## config.mk

```make
export PLATFORM = sky130hd
export DESIGN_NAME = pipe_ctrl_unit
export DESIGN_NICKNAME = d
export VERILOG_FILES = /design/src/rtl/pipe_ctrl_unit.sv
export SDC_FILE = /design/constraint.sdc
export NUM_CORES = 1
export LEC_CHECK = 0
export BUFFER_PORTS_ARGS = -buffer_cell sky130_fd_sc_hd__buf_2
export CAP_MARGIN = 20
export CORE_ASPECT_RATIO = 1.1
export CORE_MARGIN = 2
export CORE_UTILIZATION = 48
export CTS_BUF_LIST = sky130_fd_sc_hd__clkbuf_2 sky130_fd_sc_hd__clkbuf_4 sky130_fd_sc_hd__clkbuf_8
export CTS_CLUSTER_SIZE = 40
export DETAILED_ROUTE_END_ITERATION = 8
export HOLD_SLACK_MARGIN = 0.02
export PLACE_DENSITY = 0.77
export SYNTH_ARGS = -nofsm -noshare
export SYNTH_HDL_FRONTEND = slang
export SYNTH_SLANG_ARGS = --single-unit
export TNS_END_PERCENT = 30
```

## constraint.sdc

```tcl
create_clock -name clk -period 2.4 [get_ports clk]
set_input_delay 0.36 -clock clk [delete_from_list [all_inputs] [get_ports clk]]
set_output_delay 0.36 -clock clk [all_outputs]
set_load 0.02 [all_outputs]
```

## src/rtl/pipe_ctrl_unit.sv

```systemverilog
// pipe_ctrl_unit: five-stage MIPS pipeline control (decode, ID/EX-EX/MEM-MEM/WB control bundle, stall/flush).
// Define PIPE_CTRL_FWD_EN to add the EX-stage forwarding unit; otherwise RAW hazards are resolved by stalling.
module pipe_ctrl_unit #(
    parameter int         RA_W    = 5,
    parameter logic [5:0] OP_RTYP = 6'h00,
    parameter logic [5:0] OP_LW   = 6'h23,
    parameter logic [5:0] OP_SW   = 6'h2B,
    parameter logic [5:0] OP_BEQ  = 6'h04,
    parameter logic [5:0] OP_J    = 6'h02
) (
    input  logic            clk,
    input  logic            rst_n,
    input  logic [5:0]      id_opcode,
    input  logic [RA_W-1:0] id_rs,
    input  logic [RA_W-1:0] id_rt,
    input  logic [RA_W-1:0] id_rd,
    input  logic            ex_zero,
    output logic            id_jump,
    output logic            pc_hold,
    output logic            ifid_hold,
    output logic            ifid_flush,
    output logic            ex_alu_src,
    output logic [1:0]      ex_alu_op,
    output logic            ex_branch,
    output logic            br_taken,
    output logic            mem_read,
    output logic            mem_write,
    output logic            wb_reg_write,
    output logic            wb_mem2reg,
    output logic [RA_W-1:0] wb_dest,
    output logic [1:0]      fwd_a,
    output logic [1:0]      fwd_b,
    output logic            illegal_op
);

    logic            w_reg_dst, w_alu_src, w_branch, w_mem_read, w_mem_write;
    logic            w_reg_write, w_mem2reg, w_illegal, w_rs_used, w_rt_used, w_is_jump;
    logic [1:0]      w_alu_op;
    logic [RA_W-1:0] w_dest;

    always_comb begin
        w_reg_dst   = 1'b0;
        w_alu_src   = 1'b0;
        w_alu_op    = 2'b00;
        w_branch    = 1'b0;
        w_mem_read  = 1'b0;
        w_mem_write = 1'b0;
        w_reg_write = 1'b0;
        w_mem2reg   = 1'b0;
        w_illegal   = 1'b0;
        w_rs_used   = 1'b0;
        w_rt_used   = 1'b0;
        w_is_jump   = 1'b0;
        case (id_opcode)
            OP_RTYP: begin
                w_reg_dst   = 1'b1;
                w_alu_op    = 2'b10;
                w_reg_write = 1'b1;
                w_rs_used   = 1'b1;
                w_rt_used   = 1'b1;
            end
            OP_LW: begin
                w_alu_src   = 1'b1;
                w_mem_read  = 1'b1;
                w_mem2reg   = 1'b1;
                w_reg_write = 1'b1;
                w_rs_used   = 1'b1;
            end
            OP_SW: begin
                w_alu_src   = 1'b1;
                w_mem_write = 1'b1;
                w_rs_used   = 1'b1;
                w_rt_used   = 1'b1;
            end
            OP_BEQ: begin
                w_alu_op    = 2'b01;
                w_branch    = 1'b1;
                w_rs_used   = 1'b1;
                w_rt_used   = 1'b1;
            end
            OP_J:    w_is_jump = 1'b1;
            default: w_illegal = 1'b1;
        endcase
    end

    assign w_dest = w_reg_dst ? id_rd : id_rt;

    logic            r_ex_alu_src, r_ex_branch, r_ex_mem_read, r_ex_mem_write;
    logic            r_ex_reg_write, r_ex_mem2reg, r_ex_illegal;
    logic [1:0]      r_ex_alu_op;
    logic [RA_W-1:0] r_ex_dest;
    logic            r_mem_mem_read, r_mem_mem_write, r_mem_reg_write, r_mem_mem2reg;
    logic [RA_W-1:0] r_mem_dest;
    logic            r_wb_reg_write, r_wb_mem2reg;
    logic [RA_W-1:0] r_wb_dest;

    // Register 0 is never a hazard source, so every match requires dest != 0.
    logic w_idex_match, w_exmem_match, w_load_use, w_hazard;
    logic w_br_taken, w_stall, w_bubble;

    assign w_idex_match  = (r_ex_dest != '0) &&
                           ((w_rs_used && (r_ex_dest == id_rs)) || (w_rt_used && (r_ex_dest == id_rt)));
    assign w_exmem_match = (r_mem_dest != '0) &&
                           ((w_rs_used && (r_mem_dest == id_rs)) || (w_rt_used && (r_mem_dest == id_rt)));
    assign w_load_use    = r_ex_mem_read && w_idex_match;

`ifdef PIPE_CTRL_FWD_EN
    assign w_hazard = w_load_use;
`else
    assign w_hazard = w_load_use || (r_ex_reg_write && w_idex_match) || (r_mem_reg_write && w_exmem_match);
`endif

    // A taken branch wins over a stall so the PC can load the branch target.
    assign w_br_taken = r_ex_branch && ex_zero;
    assign w_stall    = w_hazard && !w_br_taken;
    assign w_bubble   = w_stall || w_br_taken;

    assign id_jump    = w_is_jump && !w_br_taken && rst_n;
    assign br_taken   = w_br_taken;
    assign pc_hold    = w_stall;
    assign ifid_hold  = w_stall;
    assign ifid_flush = w_br_taken || id_jump;

`ifdef PIPE_CTRL_FWD_EN
    logic [RA_W-1:0] r_ex_rs, r_ex_rt;
`endif

    always_ff @(posedge clk or negedge rst_n) begin
        if (!rst_n) begin
            r_ex_alu_src    <= 1'b0;
            r_ex_alu_op     <= 2'b00;
            r_ex_branch     <= 1'b0;
            r_ex_mem_read   <= 1'b0;
            r_ex_mem_write  <= 1'b0;
            r_ex_reg_write  <= 1'b0;
            r_ex_mem2reg    <= 1'b0;
            r_ex_dest       <= '0;
            r_ex_illegal    <= 1'b0;
`ifdef PIPE_CTRL_FWD_EN
            r_ex_rs         <= '0;
            r_ex_rt         <= '0;
`endif
            r_mem_mem_read  <= 1'b0;
            r_mem_mem_write <= 1'b0;
            r_mem_reg_write <= 1'b0;
            r_mem_mem2reg   <= 1'b0;
            r_mem_dest      <= '0;
            r_wb_reg_write  <= 1'b0;
            r_wb_mem2reg    <= 1'b0;
            r_wb_dest       <= '0;
        end else begin
            r_ex_alu_src    <= w_bubble ? 1'b0  : w_alu_src;
            r_ex_alu_op     <= w_bubble ? 2'b00 : w_alu_op;
            r_ex_branch     <= w_bubble ? 1'b0  : w_branch;
            r_ex_mem_read   <= w_bubble ? 1'b0  : w_mem_read;
            r_ex_mem_write  <= w_bubble ? 1'b0  : w_mem_write;
            r_ex_reg_write  <= w_bubble ? 1'b0  : w_reg_write;
            r_ex_mem2reg    <= w_bubble ? 1'b0  : w_mem2reg;
            r_ex_dest       <= w_bubble ? '0    : w_dest;
            r_ex_illegal    <= w_bubble ? 1'b0  : w_illegal;
`ifdef PIPE_CTRL_FWD_EN
            // Unused source fields are zeroed so they can never pick up a forward.
            r_ex_rs         <= (w_bubble || !w_rs_used) ? '0 : id_rs;
            r_ex_rt         <= (w_bubble || !w_rt_used) ? '0 : id_rt;
`endif
            r_mem_mem_read  <= r_ex_mem_read;
            r_mem_mem_write <= r_ex_mem_write;
            r_mem_reg_write <= r_ex_reg_write;
            r_mem_mem2reg   <= r_ex_mem2reg;
            r_mem_dest      <= r_ex_dest;
            r_wb_reg_write  <= r_mem_reg_write;
            r_wb_mem2reg    <= r_mem_mem2reg;
            r_wb_dest       <= r_mem_dest;
        end
    end

`ifdef PIPE_CTRL_FWD_EN
    logic w_mem_fwd_ok, w_wb_fwd_ok;
    assign w_mem_fwd_ok = r_mem_reg_write && (r_mem_dest != '0);
    assign w_wb_fwd_ok  = r_wb_reg_write && (r_wb_dest != '0);
    // EX/MEM holds the younger result, so it takes priority over MEM/WB.
    assign fwd_a = (w_mem_fwd_ok && (r_mem_dest == r_ex_rs)) ? 2'b10 :
                   (w_wb_fwd_ok  && (r_wb_dest  == r_ex_rs)) ? 2'b01 : 2'b00;
    assign fwd_b = (w_mem_fwd_ok && (r_mem_dest == r_ex_rt)) ? 2'b10 :
                   (w_wb_fwd_ok  && (r_wb_dest  == r_ex_rt)) ? 2'b01 : 2'b00;
`else
    assign fwd_a = 2'b00;
    assign fwd_b = 2'b00;
`endif

    assign ex_alu_src   = r_ex_alu_src;
    assign ex_alu_op    = r_ex_alu_op;
    assign ex_branch    = r_ex_branch;
    assign illegal_op   = r_ex_illegal;
    assign mem_read     = r_mem_mem_read;
    assign mem_write    = r_mem_mem_write;
    assign wb_reg_write = r_wb_reg_write;
    assign wb_mem2reg   = r_wb_mem2reg;
    assign wb_dest      = r_wb_dest;

endmodule

```

==> impl_metrics.env, run 1 <==
export IMPL_cts_root_buffer="clkbuf_4"
export IMPL_fin_skew_ns=0.00135
export IMPL_layout_nets=191
export IMPL_place_inst=187
export IMPL_worst_path_buf_inv=1
export IMPL_max_slew_worst_pin_slew_ns=0.685
export IMPL_synthArstFlopShare_pct=100
export IMPL_drv_cap=0
export IMPL_track_usage_pct=19.6
export IMPL_vdd_drop_max_mv=0.341
export IMPL_io_pins=47
export IMPL_finalCritPeriodShare_pct=99.8
export IMPL_holdCritPathClass="in -> async"
export IMPL_layout_min_cycle_time_ns=2.40
export IMPL_path_clk_slew_ns=0.14
export IMPL_dieArea_um2=3230
export IMPL_required_ns=2.04
export IMPL_start_util_pct=49.5
export IMPL_slowest_stage="or4_4"
export IMPL_worstSkewPairLatency_ns=0.32
export IMPL_first_pass_iters=4
export IMPL_yosysWarnings=0
export IMPL_vias=1077
export IMPL_avgRoutedWirePerCell_um=14.2
export IMPL_netlist_instances=115
export IMPL_power_switching_mw=0.227
export IMPL_area_growth_pct=28.5
export IMPL_fmax_mhz=418
export IMPL_synth_edf_count=0
export IMPL_r2r_slack_ns=0.34
export IMPL_drc_errors=0
export IMPL_cpPeakStageDelay_ns=0.54
export IMPL_power_density_nw_per_um2=552
export IMPL_wl_um=2830
export IMPL_endpoint_kind="output port"
export IMPL_path_delay_family="simple AND/OR/NAND/NOR gates"
export IMPL_holdBufCountCts=0
export IMPL_power_leakage_nw=0.878
export IMPL_io_buffers=42
export IMPL_cts_tree="done"
export IMPL_final_cells=199
export IMPL_path_cells="xnor2_1 > nand3_1 > or4_4 > o21ai_1 > o21a_1 > buf_6"
export IMPL_arrival_ns=2.04
export IMPL_grt_pass1_vias=1051
export IMPL_setup_viol=0
export IMPL_rows=20
export IMPL_cts_buffer_depth=2
export IMPL_whs_ns=0.0599
export IMPL_vias_per_cell=5.41
export IMPL_setup_tns_final_ns=0
export IMPL_htreeDepth=1
export IMPL_internal_power_mw=0.723
export IMPL_ant_nets=0
export IMPL_final_hold_viol_count=0
export IMPL_syn_avg_cell_area_um2=11.6
export IMPL_clock_sinks=28
export IMPL_ys_seq_area_share_pct=52.3
export IMPL_antenna_found_initial=0
export IMPL_die_height_um=59.4
export IMPL_synthesis_area_um2=1340
export IMPL_synth_flop_cell="dfrtp_1"
export IMPL_grt_overflow=0
export IMPL_pwr_share_clk_pct=32.0
export IMPL_layout_commonest_cell="buf_2"
export IMPL_crit_type="reg -> out"
export IMPL_gp_congestion=0.934
export IMPL_relSlewSlack_pct=54.2
export IMPL_slew_violations=0
export IMPL_yosysUniqueCellTypes=32
export IMPL_rsz0062_at_grt="yes"
export IMPL_sw_frac_of_total_pct=23.9
export IMPL_startpoint_type="register"
export IMPL_drive_gt1_share_pct=45.2
export IMPL_outcome="completed"
export IMPL_grt_pass1_wl_um=4500
export IMPL_synth_seq_cells=28
export IMPL_antenna_cells=0
export IMPL_chipWidth_um=54.4
export IMPL_drtIter0Drc=9
export IMPL_combinationalPowerShare_pct=14.9
export IMPL_grt_max_degree=29
export IMPL_place_detailed_hpwl_um=2090
export IMPL_numCtsBuffers=3
export IMPL_layout_common_cells="buf_2, dfrtp_1, xor2_1"
export IMPL_worstPathMaxFanout=3
export IMPL_seqPwrFrac_pct=53.0
export IMPL_core_area_um2=2700
## synth_stat cells, types with 2 or more instances
cell | count | area (um^2)
nor3_1 | 6 | 30.0
nor3_2 | 5 | 50.1
or4_1 | 5 | 37.5
nand2_1 | 7 | 26.3
nand4_1 | 2 | 12.5
buf_4 | 5 | 37.5
nand3_1 | 2 | 10.0
xor2_1 | 12 | 105
nor4_1 | 2 | 12.5
mux2i_1 | 5 | 50.1
buf_6 | 2 | 22.5
xnor2_1 | 8 | 70.1
dfrtp_1 | 28 | 701
a21oi_1 | 2 | 10.0
nor2_1 | 7 | 26.3
## state kept, by name (all words and copies together) (netlist names), 2 cells and up
register	flops
r_ex_dest	5
r_mem_dest	5
wb_dest	5
ex_alu_op	2
## worst reg2reg max path, cell delays in order (launching register included)
cell,delay (ns)
dfrtp_1,0.44
xnor2_1,0.17
nand3_1,0.11
or4_4,0.54
o211ai_2,0.57
nor4_1,0.10
## worst paths after layout
kind	start	endpoint	depth (start not counted)
max in group asynchronous	rst_n	r_mem_dest[4]	2
worst min register to register	r_ex_mem_write	mem_write	0
min in group clk	id_opcode[4]	ex_alu_src	2
worst max register to register	r_mem_dest[2]	ex_alu_op[0]	5
worst min-delay path	rst_n	wb_dest[4]	2
worst max-delay path	r_mem_dest[2]	ifid_hold	6
## stage by stage
stage	cell area [um^2]	utilization, %	setup slack, ns	power (mW)
detailed placement	1550	57.4	0.209	0.633
global route	1720	63.7	-0.0953	0.991
finish	1720	63.7	0.00500	0.950
CTS	1680	62.2	-0.000739	0.946
floorplan	1350	-	0.0661	0.578
global placement	1550	57.4	0.273	0.628
## power groups by stage
stage | Combinational, mW | Clock (mW) | Sequential [mW]
global placement | 0.115 | 0 | 0.513
detailed placement | 0.118 | 0 | 0.514
CTS | 0.134 | 0.310 | 0.501
finish | 0.142 | 0.304 | 0.504
floorplan | 0.0574 | 0 | 0.521
global route | 0.156 | 0.329 | 0.506
## layer usage
metal	vias to the layer above	share of wire, %	track usage (%)
li1	497	-	-
met5	-	0	0
met3	8	7.0	2.27
met4	0	2.7	10.0
met1	524	39	24.2
met2	48	51	33.0
## cell type report
cell class	instances	area, um^2
timing repair buffer	52	305
sequential	28	703
tap	33	41.3
clock inverter	1	30.0
multi-input combinational	81	614
inverter	1	3.75
fill	219	982
clock buffer	3	22.5
## kinds of logic (layout without fill, tap and decap cells)
logic type	Yosys count	after routing	synth area share, %
other cells	1	4	0.280
mux	5	5	3.74
flops	28	28	52.3
buf+inv	9	57	5.14
xor+xnor	20	20	13.1
simple gates	42	42	19.5
compound gates	10	10	5.89
## repair_timing
item | in CTS | in global routing
pin swaps | 6 | 1
endpoints found under the setup margin | 2 | 2
gates resized for setup | 8 | 7
gates cloned | 0 | 0
hold endpoints to repair | 0 | 0
buffers inserted | 7 | 1
(Power assumes the default switching activity.)
==> run 2: changes to the inputs <==
--- a/config.mk
+++ b/config.mk
@@ -14,7 +14,8 @@
 export CTS_CLUSTER_SIZE = 40
 export DETAILED_ROUTE_END_ITERATION = 8
 export HOLD_SLACK_MARGIN = 0.02
-export PLACE_DENSITY = 0.77
+export PLACE_DENSITY = 0.87
+export SLEW_MARGIN = 20
 export SYNTH_ARGS = -nofsm -noshare
 export SYNTH_HDL_FRONTEND = slang
 export SYNTH_SLANG_ARGS = --single-unit
==> impl_metrics.env, run 2 (synthesized netlist as in run 1, its figures left out) <==
export IMPL_outcome="finished, violations left"
export IMPL_violations="negative setup slack"
export IMPL_holdCritPathClass="in -> async"
export IMPL_wl_um=3030
export IMPL_antenna_cells=0
export IMPL_area_growth_pct=29.0
export IMPL_final_hold_viol_count=0
export IMPL_dpl_cell_area_um2=1560
export IMPL_holdBufCountCts=0
export IMPL_worstSkewPairLatency_ns=0.33
export IMPL_vias_per_cell=5.30
export IMPL_required_ns=2.04
export IMPL_multi_input_area_um2=618
export IMPL_place_detailed_hpwl_um=2220
export IMPL_antenna_found_initial=0
export IMPL_fmax_mhz=407
export IMPL_cts_buffer_depth=2
export IMPL_arrival_ns=2.10
export IMPL_layout_common_cells="buf_2, dfrtp_1, xor2_1, buf_4"
export IMPL_grt_pass1_wl_um=4510
export IMPL_drc_errors=0
export IMPL_seqCellArea_um2=703
export IMPL_start_util_pct=49.5
export IMPL_slowest_stage="or4_4"
export IMPL_cts_root_buffer="clkbuf_4"
export IMPL_rsz0062_at_grt="yes"
export IMPL_core_area_um2=2700
export IMPL_vias=1071
export IMPL_grt_overflow=0
export IMPL_clock_sinks=28
export IMPL_power_leakage_nw=0.883
export IMPL_crit_type="reg -> out"
export IMPL_htreeDepth=1
export IMPL_die_height_um=59.4
export IMPL_track_usage_pct=20.3
export IMPL_fin_skew_ns=0.00979
export IMPL_io_pins=47
export IMPL_setup_tns_final_ns=-0.115
export IMPL_path_clk_slew_ns=0.14
export IMPL_power_density_nw_per_um2=504
export IMPL_layout_commonest_cell="buf_2"
export IMPL_final_area_um2=1730
export IMPL_io_buffers=42
export IMPL_drv_cap=0
export IMPL_grt_max_degree=29
export IMPL_startpoint_type="register"
export IMPL_avgRoutedWirePerCell_um=15.0
export IMPL_power_mw=0.871
export IMPL_layout_min_cycle_time_ns=2.46
export IMPL_endpoint_kind="output port"
export IMPL_chipWidth_um=54.4
export IMPL_finalCritPeriodShare_pct=102
export IMPL_gp_congestion=0.923
export IMPL_numCtsBuffers=3
export IMPL_vdd_drop_max_mv=0.312
export IMPL_grt_pass1_vias=1051
export IMPL_ant_nets=0
export IMPL_setup_viol=2
export IMPL_rows=20
export IMPL_fillers=205
export IMPL_cpPeakStageDelay_ns=0.56
export IMPL_first_pass_iters=4
export IMPL_fin_ws_ns=-0.0594
export IMPL_layout_nets=194
export IMPL_drtIter0Drc=27
export IMPL_cts_tree="done"
export IMPL_slew_violations=0
export IMPL_worstPathMaxFanout=4
export IMPL_path_cells="xnor2_1 > nand3_1 > or4_4 > o21ai_2 > o21a_1 > buf_6"
export IMPL_drive_gt1_share_pct=47.3
export IMPL_dieArea_um2=3230
## run 2: final timing paths
| kind | cells past startpoint | endpoint | slack [ns] | startpoint |
|---|---|---|---|---|
| setup reg to reg | 7 | ex_branch | 0.22 | r_mem_dest[4] |
| hold reg to reg | 0 | mem_write | 0.37 | r_ex_mem_write |
| min in group clk | 2 | ex_alu_src | 0.27 | id_opcode[4] |
| max in group asynchronous | 2 | r_mem_dest[2] | 2.07 | rst_n |
| hold / removal | 2 | r_mem_mem2reg | 0.04 | rst_n |
| setup / recovery | 6 | pc_hold | -0.06 | r_mem_dest[4] |
## run 2: power by group
part	switching, mW	internal [mW]
logic	0.0777	0.0635
registers	0.0140	0.490
clock network	0.133	0.0931
## run 2: routing by layer
metal	routed length [um]	track usage [%]	vias up
met4	96	13.9	0
met2	1480	33.4	47
li1	-	-	502
met5	0	0	-
met1	1250	23.2	513
met3	204	4.04	9
## run 2: critical path, delay by kind of cell (launching register included)
kind,cells,cell delay (ns)
AND/OR/NAND/NOR,2,0.66
AO/OA/AOI/OAI,2,0.31
XOR/XNOR,1,0.21
buffers and inverters,1,0.14
flip-flops,1,0.45
## run 2: cell type report
class | count | area share [%]
well taps | 33 | 2.39
clock buffers | 4 | 2.10
multi-input cells | 81 | 35.8
flip-flops and latches | 28 | 40.7
inverters | 1 | 0.217
repair buffers | 55 | 18.8
## run 2: repair_timing
| action | 4_1_cts | 5_1_grt |
|---|---|---|
| setup endpoints to repair | 2 | 2 |
| setup buffers | 10 | 0 |
| pin swaps | 6 | 6 |
| gates resized for setup | 10 | 6 |
## run 2: through the flow
stage / setup slack [ns] / hold slack (ns) / std cells / util, %
2_1_floorplan: 0.0661 / 0.0644 / 118 / -
3_3_place_gp: 0.270 / 0.334 / 188 / 57.7
3_5_place_dp: 0.238 / 0.350 / 188 / 57.7
4_1_cts: -0.0317 / 0.0569 / 202 / 63.0
5_1_grt: -0.136 / 0.0628 / 202 / 63.9
6_report: -0.0594 / 0.0442 / 202 / 63.9
==> run 3: changes to the inputs <==
--- a/config.mk
+++ b/config.mk
@@ -7,14 +7,14 @@
 export LEC_CHECK = 0
 export BUFFER_PORTS_ARGS = -buffer_cell sky130_fd_sc_hd__buf_2
 export CAP_MARGIN = 20
-export CORE_ASPECT_RATIO = 1.1
+export CORE_ASPECT_RATIO = 2
 export CORE_MARGIN = 2
-export CORE_UTILIZATION = 48
+export CORE_UTILIZATION = 51
 export CTS_BUF_LIST = sky130_fd_sc_hd__clkbuf_2 sky130_fd_sc_hd__clkbuf_4 sky130_fd_sc_hd__clkbuf_8
 export CTS_CLUSTER_SIZE = 40
 export DETAILED_ROUTE_END_ITERATION = 8
 export HOLD_SLACK_MARGIN = 0.02
-export PLACE_DENSITY = 0.87
+export PLACE_DENSITY = 0.91
 export SLEW_MARGIN = 20
 export SYNTH_ARGS = -nofsm -noshare
 export SYNTH_HDL_FRONTEND = slang
==> impl_metrics.env, run 3 (synthesized netlist as in run 1, its figures left out) <==
export IMPL_layout_common_cells="buf_2, dfrtp_1, buf_4"
export IMPL_slew_violations=0
export IMPL_arrival_ns=2.01
export IMPL_dieArea_um2=3080
export IMPL_htreeDepth=1
export IMPL_outcome="completed"
export IMPL_grt_pass1_wl_um=4570
export IMPL_cp_common_cell="buf_4"
export IMPL_holdCritPathClass="in -> async"
export IMPL_ant_nets=0
export IMPL_setup_viol=0
export IMPL_gp_congestion=0.933
export IMPL_io_buffers=42
export IMPL_finalCritPeriodShare_pct=98.6
export IMPL_final_hold_viol_count=0
export IMPL_antenna_cells=0
export IMPL_grt_max_degree=29
export IMPL_area_growth_pct=25.4
export IMPL_whs_ns=0.123
export IMPL_setup_tns_final_ns=0
export IMPL_r2r_slack_ns=0.34
export IMPL_cts_tree="done"
export IMPL_slowest_stage="or4_4"
export IMPL_worstSkewPairLatency_ns=0.27
export IMPL_layout_min_cycle_time_ns=2.37
export IMPL_rows=26
export IMPL_fin_skew_ns=0.00214
export IMPL_clock_sinks=28
export IMPL_vdd_drop_max_mv=0.399
export IMPL_fmax_mhz=423
export IMPL_power_density_nw_per_um2=528
export IMPL_place_detailed_hpwl_um=2310
export IMPL_wl_um=3010
export IMPL_holdBufCountCts=0
export IMPL_drtIter0Drc=15
export IMPL_path_clk_slew_ns=0.08
export IMPL_die_height_um=76.5
export IMPL_vias_per_cell=5.49
export IMPL_drv_cap=0
export IMPL_fillers=209
export IMPL_layout_commonest_cell="buf_2"
export IMPL_core_area_um2=2540
export IMPL_io_pins=47
export IMPL_grt_pass1_vias=1062
export IMPL_first_pass_iters=4
export IMPL_chipWidth_um=40.2
export IMPL_rsz0062_at_grt="yes"
export IMPL_antenna_found_initial=0
export IMPL_grt_overflow=0
export IMPL_avgRoutedWirePerCell_um=15.5
export IMPL_layout_nets=192
export IMPL_numCtsBuffers=3
export IMPL_crit_type="reg -> out"
export IMPL_track_usage_pct=21.3
export IMPL_startpoint_type="register"
export IMPL_drive_gt1_share_pct=44.0
export IMPL_cpPeakStageDelay_ns=0.52
export IMPL_worstPathMaxFanout=4
export IMPL_required_ns=2.04
export IMPL_power_leakage_nw=0.860
export IMPL_cts_buffer_depth=2
export IMPL_path_cells="buf_4 > xor2_1 > or4_4 > a21boi_2 > o21a_1 > buf_4"
export IMPL_start_util_pct=52.8
export IMPL_cts_root_buffer="clkbuf_8"
export IMPL_endpoint_kind="output port"
export IMPL_vias=1066
export IMPL_drc_errors=0
## run 3: report_power, final
part           switching (mW)  total [mW]  internal [mW]
registers              0.0155       0.505          0.489
clock network           0.134       0.247          0.113
logic                  0.0750       0.135         0.0605
total                   0.225       0.887          0.662
## run 3: per-stage QoR
step / power [mW] / setup WS (ns) / cell area [um^2] / std cells / util, %
finish: 0.887 / 0.0347 / 1680 / 194 / 66.2
global route: 0.929 / -0.0445 / 1680 / 194 / 66.2
CTS: 0.879 / 0.000704 / 1610 / 188 / 63.4
detailed placement: 0.634 / 0.235 / 1550 / 183 / 61.2
global placement: 0.628 / 0.258 / 1550 / 183 / 61.2
floorplan: 0.578 / 0.0661 / 1350 / 118 / -
## run 3: worst paths after layout
| kind | start | to | cells after the start |
|---|---|---|---|
| hold reg to reg | r_ex_mem_write | mem_write | 0 |
| min in group clk | id_opcode[4] | ex_alu_src | 2 |
| setup reg to reg | r_mem_dest[2] | ex_alu_op[1] | 6 |
| max in group asynchronous | rst_n | r_mem_dest[0] | 2 |
| hold / removal | rst_n | r_ex_mem2reg | 2 |
| setup / recovery | r_mem_dest[2] | pc_hold | 6 |
## run 3: final cells by class
type                            count  area [um^2]  area share (%)
Multi-Input combinational cell     81          599            35.7
Sequential cell                    28          702            41.8
Timing Repair Buffer               53          298            17.7
Tap cell                           28         35.0            2.09
Clock buffer                        3         41.3            2.46
Inverter                            1         3.75           0.224
## run 3: critical path: cells and delay by family, from the launching register on
family	cells	cell delay, ns
buffers and inverters	2	0.31
xor gates and xnor gates	1	0.13
DFF	1	0.44
and+or+nand+nor	1	0.52
AOI/OAI and AO/OA	2	0.32
## run 3: layer usage
metal / GRT usage (%) / wire length (um)
met1: 22.8 / 1090
met2: 36.5 / 1710
met3: 1.17 / 120
met4: 13.7 / 94
met5: 0 / 0
## run 3: repair_timing
action | 4_1_cts | 5_1_grt
buffers inserted | 2 | 6
setup endpoints to repair | 2 | 2
pin swaps | 0 | 4
resized for setup | 0 | 9
